`src/rtl/irq_pending_encoder.sv`:
```
// Edge-detecting pending register feeding a priority encoder; bit 7 wins.
// Latency: req edge -> pending +1, code/valid +2; code holds until ack, with one idle gap between offers.
module irq_pending_encoder #(
  parameter int N = 8,
  parameter int W = 3
) (
  input  logic         clk,
  input  logic         rst_n,
  input  logic [N-1:0] req,
  input  logic [N-1:0] mask,
  input  logic         ack,
  output logic [W-1:0] code,
  output logic         valid,
  output logic [N-1:0] pending,
  output logic         overflow
);

  typedef enum logic {IDLE, OFFER} state_t;

  state_t       state, state_nxt;
  logic [N-1:0] req_q;
  logic [N-1:0] rise;
  logic [N-1:0] clr;
  logic [N-1:0] sel;
  logic [W-1:0] code_nxt;

  assign rise = req & ~req_q;
  assign sel  = pending & ~mask;

  always_comb begin
    clr = '0;
    if (state == OFFER && ack) clr[code] = 1'b1;
  end

  always_comb begin
    state_nxt = state;
    code_nxt  = code;
    case (state)
      IDLE: begin
        if (|sel) begin
          // Ascending scan: the last hit is the highest-priority bit.
          for (int i = 0; i < N; i++) begin
            if (sel[i]) code_nxt = W'(i);
          end
          state_nxt = OFFER;
        end
      end
      OFFER: begin
        if (ack) state_nxt = IDLE;
      end
      default: state_nxt = IDLE;
    endcase
  end

  always_ff @(posedge clk or negedge rst_n) begin
    if (!rst_n) begin
      state    <= IDLE;
      req_q    <= '0;
      pending  <= '0;
      code     <= '0;
      valid    <= 1'b0;
      overflow <= 1'b0;
    end else begin
      state    <= state_nxt;
      req_q    <= req;
      // A rise in the same cycle as its clear keeps the bit pending.
      pending  <= (pending & ~clr) | rise;
      code     <= code_nxt;
      valid    <= (state_nxt == OFFER);
      overflow <= |(rise & pending & ~clr);
    end
  end

endmodule

```
`config.mk`:
```
export PLATFORM = sky130hd
export DESIGN_NAME = irq_pending_encoder
export DESIGN_NICKNAME = d
export VERILOG_FILES = /design/src/rtl/irq_pending_encoder.sv
export SDC_FILE = /design/constraint.sdc
export NUM_CORES = 1
export LEC_CHECK = 0
export CORE_MARGIN = 1.5
export CORE_UTILIZATION = 39
export CTS_CLUSTER_SIZE = 16
export DETAILED_ROUTE_END_ITERATION = 6
export GPL_TIMING_DRIVEN = 0
export PLACE_DENSITY_LB_ADDON = 0.2
export SLEW_MARGIN = 20
export SYNTH_ARGS = -nofsm -noshare
export SYNTH_HDL_FRONTEND = slang
export SYNTH_SLANG_ARGS = --single-unit
```
`constraint.sdc`:
```
create_clock -name clk -period 1.38 [get_ports clk]
set_clock_uncertainty 0.1 [all_clocks]
set_input_delay 0.276 -clock clk [delete_from_list [all_inputs] [get_ports clk]]
set_output_delay 0.276 -clock clk [all_outputs]
set_load 0.01 [all_outputs]
```
# After elaboration in Yosys (flattened, before gate mapping)
# Cells that the tools add are included.
# word_totals
ff_bits	21
latch_bits	0
ram_bits	0
romBits	0
output_inout_bits	13
elab_cells	37
n_memories	0
# classes
n_addsub	0
multipliers	0
div_mod_pow	0
magnitude_cmp	2
n_eq_ne	0
shifts	0
n_mux	14
bitwise	10
reduce_logical	6
# op_table
cell	count
AND 8 bit	5
two-way mux 3 bit	8
inverter 8 bit	3
OR reduction 8 bit	2
two-way mux 8 bit	1
bitwise OR 8 bit	1
nonzero test 8 bit	1
less-than comparator 3 x 4 -> 1 bit, second input constant	1
demux 1 bit (select 3 bit)	1
greater-or-equal comparator 3 x 1 -> 1 bit, second input constant	1
two-way mux 1 bit	3
AND reduction 3 bit	1
logical AND 1 bit	2
one-hot mux 1 bit (2 select lines)	1
inverter 1 bit	1

# Longest topological paths before layout
# Gate-level depths: netlist of the first run.
# logic_depth
depth_word	10
mapped_depth	5
ltp_nobuf	5

# Worst setup path after synthesis of the first run
# OpenSTA, ideal clock, no wires.
# synth_path
kind	register to register
startpoint	register pending[1]
endpoint	register code[0]
setup_time_ns	0.125
arrival_ns	1.277
t_required_ns	1.155
path_slack_ns	-0.122
stages_incl_launch_ff	6
period_less_slack_ns	1.502
cell_sequence	dfrtp_1 -> nor2b_4 -> a21oi_2 -> nor3_1 -> or3_1 -> mux2_4
# synth_via
elab_chain_len	8
# synth_rtl
element	line_no	source
start: declaration	14	output logic [N-1:0] pending,
start signal: assignment	67	pending <= (pending & ~clr) | rise;
AND 8 bit *	28	assign sel = pending & ~mask;
two-way mux 3 bit (7 in a row)	43	if (sel[i]) code_nxt = W'(i);
end signal: assignment	68	code <= code_nxt;
end: declaration	12	output logic [W-1:0] code,
# Mark *: on every way between the ends. The rest lies on a longest branch, timed or not.
# A chain may end at the register's enable or synchronous reset.

# Worst setup path after layout of the first run
# layout_path
startpoint	register pending[4]
endpoint	register code[0]
# layout_via
elab_chain_len	5
# layout_rtl
element	line_no
AND 8 bit *	28
two-way mux 3 bit (4 in a row)	43
# Marks and branches as above.

==> out/results.tsv, run 1 <==
stage	metric	value	unit
outcome	status	finished, violations left	
outcome	violations	negative hold slack, negative setup slack	
clock_network	cts_tree	done	
sta	max_slew.worst_pin.slew	0.907	ns
cells_and_area	finalNonFillerCells	165	
clock_network	cts.sinks	21	
clock_network	worstSkewPairLatency	0.31	ns
synth	yosysSeqAreaShare	56.5	%
global_route	grt_remaining_overflow	0	
synth	synth_top_area_share	56.5	%
sta	finalSetupViolations	4	
synth	netlist_top_cells_count	dfrtp_1 (21), nand2b_1 (10), nand2_1 (9), o21ai_0 (6)	
synth	synth-simple-area-share	23.4	%
synth	async_flop_share	100	%
clock_network	clock-root-buffer	clkbuf_4	
sta	max_freq	647	MHz
cells_and_area	n_antenna_cell	0	
global_route	grt_pass1_wl	3510	um
sta	drv_slew	0	
synth	synth_xor_area_share	0	%
worst_setup_path	path_class	reg2reg	
sta	relSlewSlack	39.4	%
synth	synthTopCellsByArea	dfrtp_1 (57%), nand2b_1 (6.7%), nor2b_4 (4.4%)	
route	drt_iter0_markers	10	
synth	yosysMostFrequentCell	dfrtp_1	
synth	synth.net_count	101	
placed_design	hpwl	1470	um
route	drt-total-wl	2290	um
synth	synth_warnings	0	
worst_setup_path	cpPeakStageDelay	0.40	ns
synth	synth_fa_ha_area_share	0	%
placed_design	placed_area	1280	sq um
cells_and_area	drive_above_1_share	43.8	%
cells_and_area	register_area	531	sq um
floorplanning	die_x	51.8	um
route	drtAntennaViolNets	0	
sta	finalHoldWorstSlack	-0.0240	ns
route	drt_pass1_iterations	4	
worst_setup_path	worst_setup_path_start_kind	flip-flop	
clock_network	htreeDepth	1	
cells_and_area	final_area	1590	sq um
hold_path	hold_path.class	in2async	
clock_network	ctsHoldBuffers	0	
route	vias	818	
floorplanning	die-area	2690	sq um
route	route.detailed.drc	0	
synth	synth_edf_count	0	
synth	synthCells	82	
synth	ys_ff_latch	21	
clock_network	clockBufferDepth	2	
cells_and_area	multi_input_area	526	sq um
sta	hold_viol	21	
placed_design	place.gp.congestion	0.849	
synth	synth_area	930	sq um
floorplanning	die_h	51.8	um
worst_setup_path	reg2reg_slack	-0.17	ns
synth	synth_cell_types	25	
global_route	grt_max_degree	22	
floorplanning	rows	17	
floorplanning	start_util	41.6	%
floorplanning	io_pins	32	
cells_and_area	nets	157	
synth	synth_top_family_by_area	simple AND/OR/NAND/NOR gates	
worst_setup_path	cp_data_required_time	1.49	ns
cells_and_area	nFillCells	167	
global_route	grt_pass1_vias	748	
worst_setup_path	worstPathMaxFanout	3	
worst_setup_path	arrival	1.65	ns
synth	synthMuxAreaShare	2.83	%
global_route	grt_use_total	18.1	%
synth	synth_compound_area_share	15.6	%
synth	synth_flop_cell	dfrtp_1	
global_route	antenna_found_initial	0	
placed_design	place_inst	141	
worst_setup_path	worst_path_max_delay_cell	dfrtp_1	
sta	fin_tns_setup	-0.603	ns
placed_design	portBuffers	31	
clock_network	numCtsBuffers	3	
clock_network	clkTransAtPathRegs	0.12	ns
run	drv_cap	0	
worst_setup_path	crit_buf_inv	0	
sta	post-route-min-period	1.55	ns
worst_setup_path	cp_cell_sequence	nor2b_4 -> o21bai_4 -> nor3_4 -> a21oi_2 -> mux2_4	
power	leakage	0.720	nW
worst_setup_path	cp_top_family	flip-flops	
route	vias_per_cell	4.96	
power	cellPowerDensity	1700	nW/um^2
floorplanning	core	2230	sq um
synth	syn_area_per_cell	11.3	sq um
cells_and_area	area_growth	70.7	%
sta	rsz0062_at_grt	yes	
synth	yosysTopAreaCell	dfrtp_1	
sta	fin_ws	-0.167	ns
sta	fin_crit_sh	112	%
route	wl_per_cell	13.9	um
power	vdd_drop_max	0.00111	V
worst_setup_path	crit_path_end_kind	flip-flop	
[registers in the layout (all words and copies together), names as in the netlist]
name and flops:
state 1, code 3, overflow 1, req_q 8, pending 8
[cell type report]
cell class	instances	area share, %
flip-flops and latches	21	33.4
repair buffers	51	28.6
inverters	4	0.946
well taps	28	2.21
multi-input cells	57	33.1
clock buffers	4	1.66
[worst reg2reg max path, delay by kind of cell (launching register included)]
family	cells	cell delay, ns
and+or+nand+nor	2	0.36
muxes	1	0.30
AOI/OAI and AO/OA	2	0.28
DFF	1	0.40
[power by group]
group	switching, mW	internal [mW]	total, mW
Combinational	0.712	0.820	1.53
Sequential	0.102	0.772	0.873
Clock	0.186	0.113	0.299
[placed cells by master (no fill, tap or decap), types with 3 or more instances in the layout]
cell,count
buf_4,16
buf_6,5
clkbuf_2,6
clkbuf_4,3
clkdlybuf4s15_1,4
clkdlybuf4s50_1,15
dfrtp_1,17
dfrtp_2,4
inv_1,3
nand2_1,8
nand2b_1,8
nor2b_4,3
o21ai_0,4
[metal layers]
metal  global-route usage [%]  vias up  wire length (um)
met5                        0        -                 0
met4                     9.21        0                46
met3                     3.74        5               103
met2                     27.2       26              1150
met1                     24.5      387               996
li1                         -      400                 -
[path summary, 6_finish.rpt]
check | start | to | cells past startpoint
min in group clk | ack | state$_DFF_PN0_ | 3
max | pending[4]$_DFF_PN0_ | code[0]$_DFFE_PN0P_ | 5
min | rst_n | code[1]$_DFFE_PN0P_ | 1
max in group asynchronous | rst_n | code[2]$_DFFE_PN0P_ | 1
max reg2reg | pending[4]$_DFF_PN0_ | code[0]$_DFFE_PN0P_ | 5
min reg2reg | req_q[5]$_DFF_PN0_ | pending[5]$_DFF_PN0_ | 1
[cells by family after synthesis]
group / Yosys count
compound gates: 21
buf+inv: 4
flops: 21
mux: 2
simple gates: 34
[through the flow]
stage | util [%] | total power, mW | worst slack [ns]
floorplan | - | 1.38 | -0.104
finish | 71.0 | 2.70 | -0.167
CTS | 64.1 | 2.34 | -0.118
detailed placement | 57.4 | 1.82 | -0.459
global route | 71.0 | 2.87 | -0.217
global placement | 57.4 | 1.82 | -0.473
[repair_timing]
item                       CTS  global route
cloned                       0             0
pin swaps                    3             8
setup endpoints to repair   16            15
buffers inserted            12             8
gates resized for setup     39            33
(Power assumes the default switching activity.)
==> run 2: changes to the inputs <==
--- a/config.mk
+++ b/config.mk
@@ -5,6 +5,7 @@
 export SDC_FILE = /design/constraint.sdc
 export NUM_CORES = 1
 export LEC_CHECK = 0
+export CAP_MARGIN = 10
 export CORE_MARGIN = 1.5
 export CORE_UTILIZATION = 39
 export CTS_CLUSTER_SIZE = 16
==> results of run 2 <==
No change in the layout: final DEF, timing and power equal those of run 1.
